[src/rtl/regfile_wb_arbiter.sv]
// regfile_wb_arbiter
// Merges ALU and load write-backs into the single write port of the 8x8
// register file. Loads that cannot go out immediately wait in a small FIFO.
// A starvation counter forces the FIFO head out after STARVE_LIMIT
// consecutive ALU wins.
// Optional feature macro: WB_PENDING_QUERY_EN adds query_reg/query_pending,
// a combinational hazard check against queued and staged writes.
module regfile_wb_arbiter #(
    parameter int LQ_DEPTH     = 4,
    parameter int STARVE_LIMIT = 3
) (
    input  logic       clk,
    input  logic       rst,
    input  logic       alu_valid,
    output logic       alu_ready,
    input  logic [2:0] alu_reg,
    input  logic [7:0] alu_data,
    input  logic       load_valid,
    output logic       load_ready,
    input  logic [2:0] load_reg,
    input  logic [7:0] load_data,
    output logic       regWrite,
    output logic [2:0] writeReg,
    output logic [7:0] writeData
`ifdef WB_PENDING_QUERY_EN
    ,
    input  logic [2:0] query_reg,
    output logic       query_pending
`endif
);

    localparam int PW = $clog2(LQ_DEPTH);
    localparam int CW = PW + 1;
    localparam logic [CW-1:0] DEPTH_C = CW'(LQ_DEPTH);
    localparam logic [3:0]    LIMIT_C = 4'(STARVE_LIMIT);

    // FIFO storage: data is read only at the head, register tags are also
    // scanned by the optional hazard query.
    logic [7:0] r_data_mem [LQ_DEPTH];
    logic [2:0] r_reg_mem  [LQ_DEPTH];

    logic [PW-1:0] r_wr_ptr;
    logic [PW-1:0] r_rd_ptr;
    logic [CW-1:0] r_count;
    logic [3:0]    r_starve;

    logic w_nonempty;
    logic w_alu_fire;
    logic w_load_fire;
    logic w_pop;
    logic w_bypass;
    logic w_push;
    logic w_starve_block;

    assign w_nonempty     = (r_count != '0);
    assign w_starve_block = w_nonempty && (r_starve == LIMIT_C);

    assign load_ready = !rst && (r_count < DEPTH_C);
    assign alu_ready  = !rst && !w_starve_block;

    assign w_alu_fire  = alu_valid && alu_ready;
    assign w_load_fire = load_valid && load_ready;

    // ALU has priority, then the FIFO head, then a direct load bypass.
    assign w_pop    = !w_alu_fire && w_nonempty;
    assign w_bypass = !w_alu_fire && !w_nonempty && w_load_fire;
    assign w_push   = w_load_fire && !w_bypass;

    // FIFO tail write; contents need no reset because count gates validity.
    always_ff @(posedge clk) begin
        if (w_push) begin
            r_data_mem[r_wr_ptr] <= load_data;
            r_reg_mem[r_wr_ptr]  <= load_reg;
        end
    end

    // FIFO pointers and occupancy.
    always_ff @(posedge clk) begin
        if (rst) begin
            r_wr_ptr <= '0;
            r_rd_ptr <= '0;
            r_count  <= '0;
        end else begin
            if (w_push) begin
                r_wr_ptr <= r_wr_ptr + 1'b1;
            end
            if (w_pop) begin
                r_rd_ptr <= r_rd_ptr + 1'b1;
            end
            case ({w_push, w_pop})
                2'b10:   r_count <= r_count + 1'b1;
                2'b01:   r_count <= r_count - 1'b1;
                default: r_count <= r_count;
            endcase
        end
    end

    // Starvation counter: counts ALU wins over a waiting load, saturating.
    always_ff @(posedge clk) begin
        if (rst) begin
            r_starve <= '0;
        end else if (!w_nonempty || w_pop) begin
            r_starve <= '0;
        end else if (w_alu_fire && (r_starve != LIMIT_C)) begin
            r_starve <= r_starve + 4'd1;
        end
    end

    // Registered write port toward the register file.
    always_ff @(posedge clk) begin
        if (rst) begin
            regWrite  <= 1'b0;
            writeReg  <= '0;
            writeData <= '0;
        end else if (w_alu_fire) begin
            regWrite  <= 1'b1;
            writeReg  <= alu_reg;
            writeData <= alu_data;
        end else if (w_pop) begin
            regWrite  <= 1'b1;
            writeReg  <= r_reg_mem[r_rd_ptr];
            writeData <= r_data_mem[r_rd_ptr];
        end else if (w_bypass) begin
            regWrite  <= 1'b1;
            writeReg  <= load_reg;
            writeData <= load_data;
        end else begin
            regWrite  <= 1'b0;
        end
    end

`ifdef WB_PENDING_QUERY_EN
    logic [LQ_DEPTH-1:0] w_hit;

    // One comparator per FIFO slot; a slot is live when its distance from
    // the read pointer is below the current occupancy.
    genvar gi;
    generate
        for (gi = 0; gi < LQ_DEPTH; gi = gi + 1) begin : g_query
            localparam logic [PW-1:0] IDX = PW'(gi);
            logic [PW-1:0] w_offset;
            assign w_offset  = IDX - r_rd_ptr;
            assign w_hit[gi] = ({1'b0, w_offset} < r_count) &&
                               (r_reg_mem[gi] == query_reg);
        end
    endgenerate

    assign query_pending = !rst &&
                           ((|w_hit) || (regWrite && (writeReg == query_reg)));
`endif

endmodule

[config.mk]
export PLATFORM = sky130hd
export DESIGN_NAME = regfile_wb_arbiter
export DESIGN_NICKNAME = d
export VERILOG_FILES = /design/src/rtl/regfile_wb_arbiter.sv
export SDC_FILE = /design/constraint.sdc
export NUM_CORES = 1
export LEC_CHECK = 0
export ABC_AREA = 1
export CAP_MARGIN = 20
export CORE_MARGIN = 10
export CORE_UTILIZATION = 25
export CTS_CLUSTER_SIZE = 10
export DETAILED_ROUTE_END_ITERATION = 8
export PLACE_DENSITY = 0.49
export SLEW_MARGIN = 5
export SYNTH_ARGS = -nofsm -noshare
export SYNTH_HDL_FRONTEND = slang
export SYNTH_SLANG_ARGS = --single-unit
[constraint.sdc]
create_clock -name clk -period 3.4 [get_ports clk]
set_clock_uncertainty 0.05 [all_clocks]
set_input_delay 0.68 -clock clk [delete_from_list [all_inputs] [get_ports clk]]
set_output_delay 0.68 -clock clk [all_outputs]
set_load 0.005 [all_outputs]
==> run_results.csv <==
group,metric,value,unit
pwr,p_leak,1.46,nW
clock_network,cts_root_buffer,"clkbuf_16",
die,die_h,130,um
clock_network,clock_sinks,69,
yosys,synth_ff_type,"edfxtp_1",
cells_and_area,multi_input_area,1020,um2
yosys,syn-cell-area,3000,um2
yosys,syn_nets,346,
clock_network,clk_pin_slew,60,ps
sta,final_max_slew_viol_count,0,
worst_setup_path,crit_path_max_incr_delay,490,ps
die,die-area,16800,um2
detailed_routing,firstDrtPassIters,4,
detailed_routing,wl_per_cell,14.4,um
clock_network,cts_buffer_depth,2,
die,start_util,25.9,%
die,dieWidth,130,um
grt,globalRouteOverflowTotal,0,
place,io_buffers,39,
yosys,yosysUniqueCellTypes,25,
die,io_pins,40,
pwr,power.ir.vdd_worst,0.000301,V
clock_network,h-tree-depth,3,
sta,fin_crit_sh,85.1,%
yosys,synth_area_per_cell,9.58,um2
worst_setup_path,slowest_stage,"clkdlybuf4s50_1",
worst_setup_path,crit_chain,"ha_1 -> nand2_1 -> inv_1 -> nand2_1 -> nand2_1 -> inv_1 -> clkdlybuf4s50_1",
cells_and_area,area_delta_synth_final,27.7,%
detailed_routing,met2_length,3.51,mm
yosys,synth_edf_count,44,
grt,grt_max_degree,24,
detailed_routing,met1_length,3.42,mm
sta,min_period,2890,ps
worst_setup_path,worstSetupPathType,"reg2out",
worst_setup_path,crit_top_cell,"nand2_1",
sta,tightestPinTransition,844,ps
die,num_rows,39,
worst_setup_path,worst_setup_path_end_kind,"primary output",
detailed_routing,drtIter0Drc,162,
clock_network,post_cts_resized,0,
sta,tns,0,ps
sta,hold_viol,0,
grt,grt_pass1_wl,12.1,mm
grt,grt_antenna_before_repair,0,
clock_network,cts_tree,"yes",
cells_and_area,fillers,1169,
detailed_routing,wl_met3,224,um
cells_and_area,drive_gt1_share,8.54,%
sta,setup_viol,0,
sta,fmax,346,MHz
worst_setup_path,critical_path_required,2670,ps
clock_network,cts-hold-fix-buffers,0,
job,drv.max_cap_violation_count,0,
cells_and_area,final-seq-area,1820,um2
worst_setup_path,critPathArrivalTime,2160,ps
worst_setup_path,path_buf_inv,3,
detailed_routing,vias,2249,
grt,track_usage,9.29,%
detailed_routing,wl,7.29,mm
clock_network,cts_buffers,9,
sta,rsz0062_at_grt,"false",
place,routabilityCongestion,0.785,
cells_and_area,nNetsFinal,391,
detailed_routing,routed.top_layer,"met4",
yosys,synthArstFlopShare,0,%
detailed_routing,route.detailed.drc,0,
clock_network,post-cts-setup-buffers,0,
detailed_routing,via_per_inst,4.44,
detailed_routing,drt.antenna.violating_nets,0,
worst_setup_path,path_max_fanout,12,
place,place_hpwl,4.96,mm
cells_and_area,diodes,0,
grt,grt_pass1_vias,2273,
place,dp_cells,490,
status,status,"complete, no violations",
yosys,yosysWarnings,0,
cells_and_area,layout.cells.non_filler,506,
worst_setup_path,critPathTopFamily,"buffers and inverters",
hold_path,min_path_type,"reg2reg",
worst_setup_path,startpoint_type,"flop",
sta,relSlewSlack,43.7,%
yosys,ys_ff_latch,69,
die,core,11600,um2
yosys,ys_seq_area_share,60.8,%
pwr,power.density,771,nW/um2
yosys,syn_inst,313,
clock_network,clkLatencyLatePin,330,ps
==> final timing paths <==
kind / startpoint / to / slack, ps / depth (start not counted)
setup / recovery: r_starve[0] / alu_ready / 510 / 7
hold / removal: r_starve[0] / r_starve[0] / 410 / 1
setup reg to reg: r_count[2] / r_count[2] / 1320 / 12
hold reg to reg: r_starve[0] / r_starve[0] / 410 / 1
==> metal layers <==
metal | track usage (%) | vias to the layer above
li1 | - | 1148
met1 | 11.7 | 1059
met2 | 14.9 | 33
met3 | 2.08 | 9
met4 | 4.17 | 0
met5 | 0 | -
==> power by group <==
part / internal [mW] / switching (mW)
Sequential: 1.02 / 0.0887
Clock: 0.503 / 0.375
Combinational: 0.391 / 0.577
==> area by class of cell <==
type,count,area share (%)
clock buffers,9,5.88
clock inverters,7,1.54
inverters,16,1.57
multi-input cells,213,26.6
flip-flops and latches,69,47.6
well taps,143,4.67
repair buffers,49,12.2
==> through the flow <==
step                hold slack [ps]  util (%)  power [mW]  setup WS [ps]  cell area, um2
floorplan                       375         -        1.76           1200            3000
global placement                406      30.7        2.11            597            3540
detailed placement              404      30.7        2.12            533            3540
CTS                             419      33.1        3.01            491            3830
global route                    448      33.1        3.19            371            3830
finish                          409      33.1        2.95            507            3830
==> cell usage in the layout (no fill, tap or decap) <==
master,n
inv_6,2
ha_1,6
inv_2,1
clkdlybuf4s50_1,39
clkinvlp_4,4
nand2_1,55
edfxtp_1,44
a31oi_4,1
nand4_1,11
inv_8,1
dfxtp_1,25
o21ai_1,16
o21ai_0,33
a21oi_1,6
nor3_1,1
a21oi_4,1
inv_1,15
nor2_1,75
fa_1,1
buf_4,10
xnor2_1,2
nand3_1,2
clkbuf_16,9
nand2_2,2
xor2_1,1
==> state kept, by name, summed over array words and instances, names as in the netlist, named ones only <==
name / cells
r_data_mem: 32
r_count: 3
r_starve: 4
writeReg: 3
regWrite: 1
r_rd_ptr: 2
r_reg_mem: 12
r_wr_ptr: 2
writeData: 8
==> cell families (layout without fill, tap and decap cells) <==
| kind of cell | Yosys count | after routing | share of synthesized area, % |
|---|---|---|---|
| and+or+nand+nor | 146 | 146 | 19.5 |
| DFF | 69 | 69 | 60.8 |
| AOI/OAI and AO/OA | 57 | 57 | 10.4 |
| buffers and inverters | 31 | 81 | 5.26 |
| adders and majority gates | 7 | 7 | 3.17 |
| xor gates and xnor gates | 3 | 3 | 0.877 |
==> synth_stat cells, types with 2 or more instances <==
cell type,count,area [um2]
clkbuf_1,2,7.51
nand2_2,2,12.5
buf_2,5,25.0
ha_1,6,75.1
dfxtp_1,25,500
nand4_1,11,68.8
inv_1,15,56.3
nand2_1,55,206
o21ai_0,33,165
edfxtp_1,44,1320
buf_6,3,33.8
a21oi_1,6,30.0
buf_4,3,22.5
xnor2_1,2,17.5
nor2_1,75,282
nand3_1,2,10.0
o21ai_1,16,80.1
(Power assumes the default switching activity.)
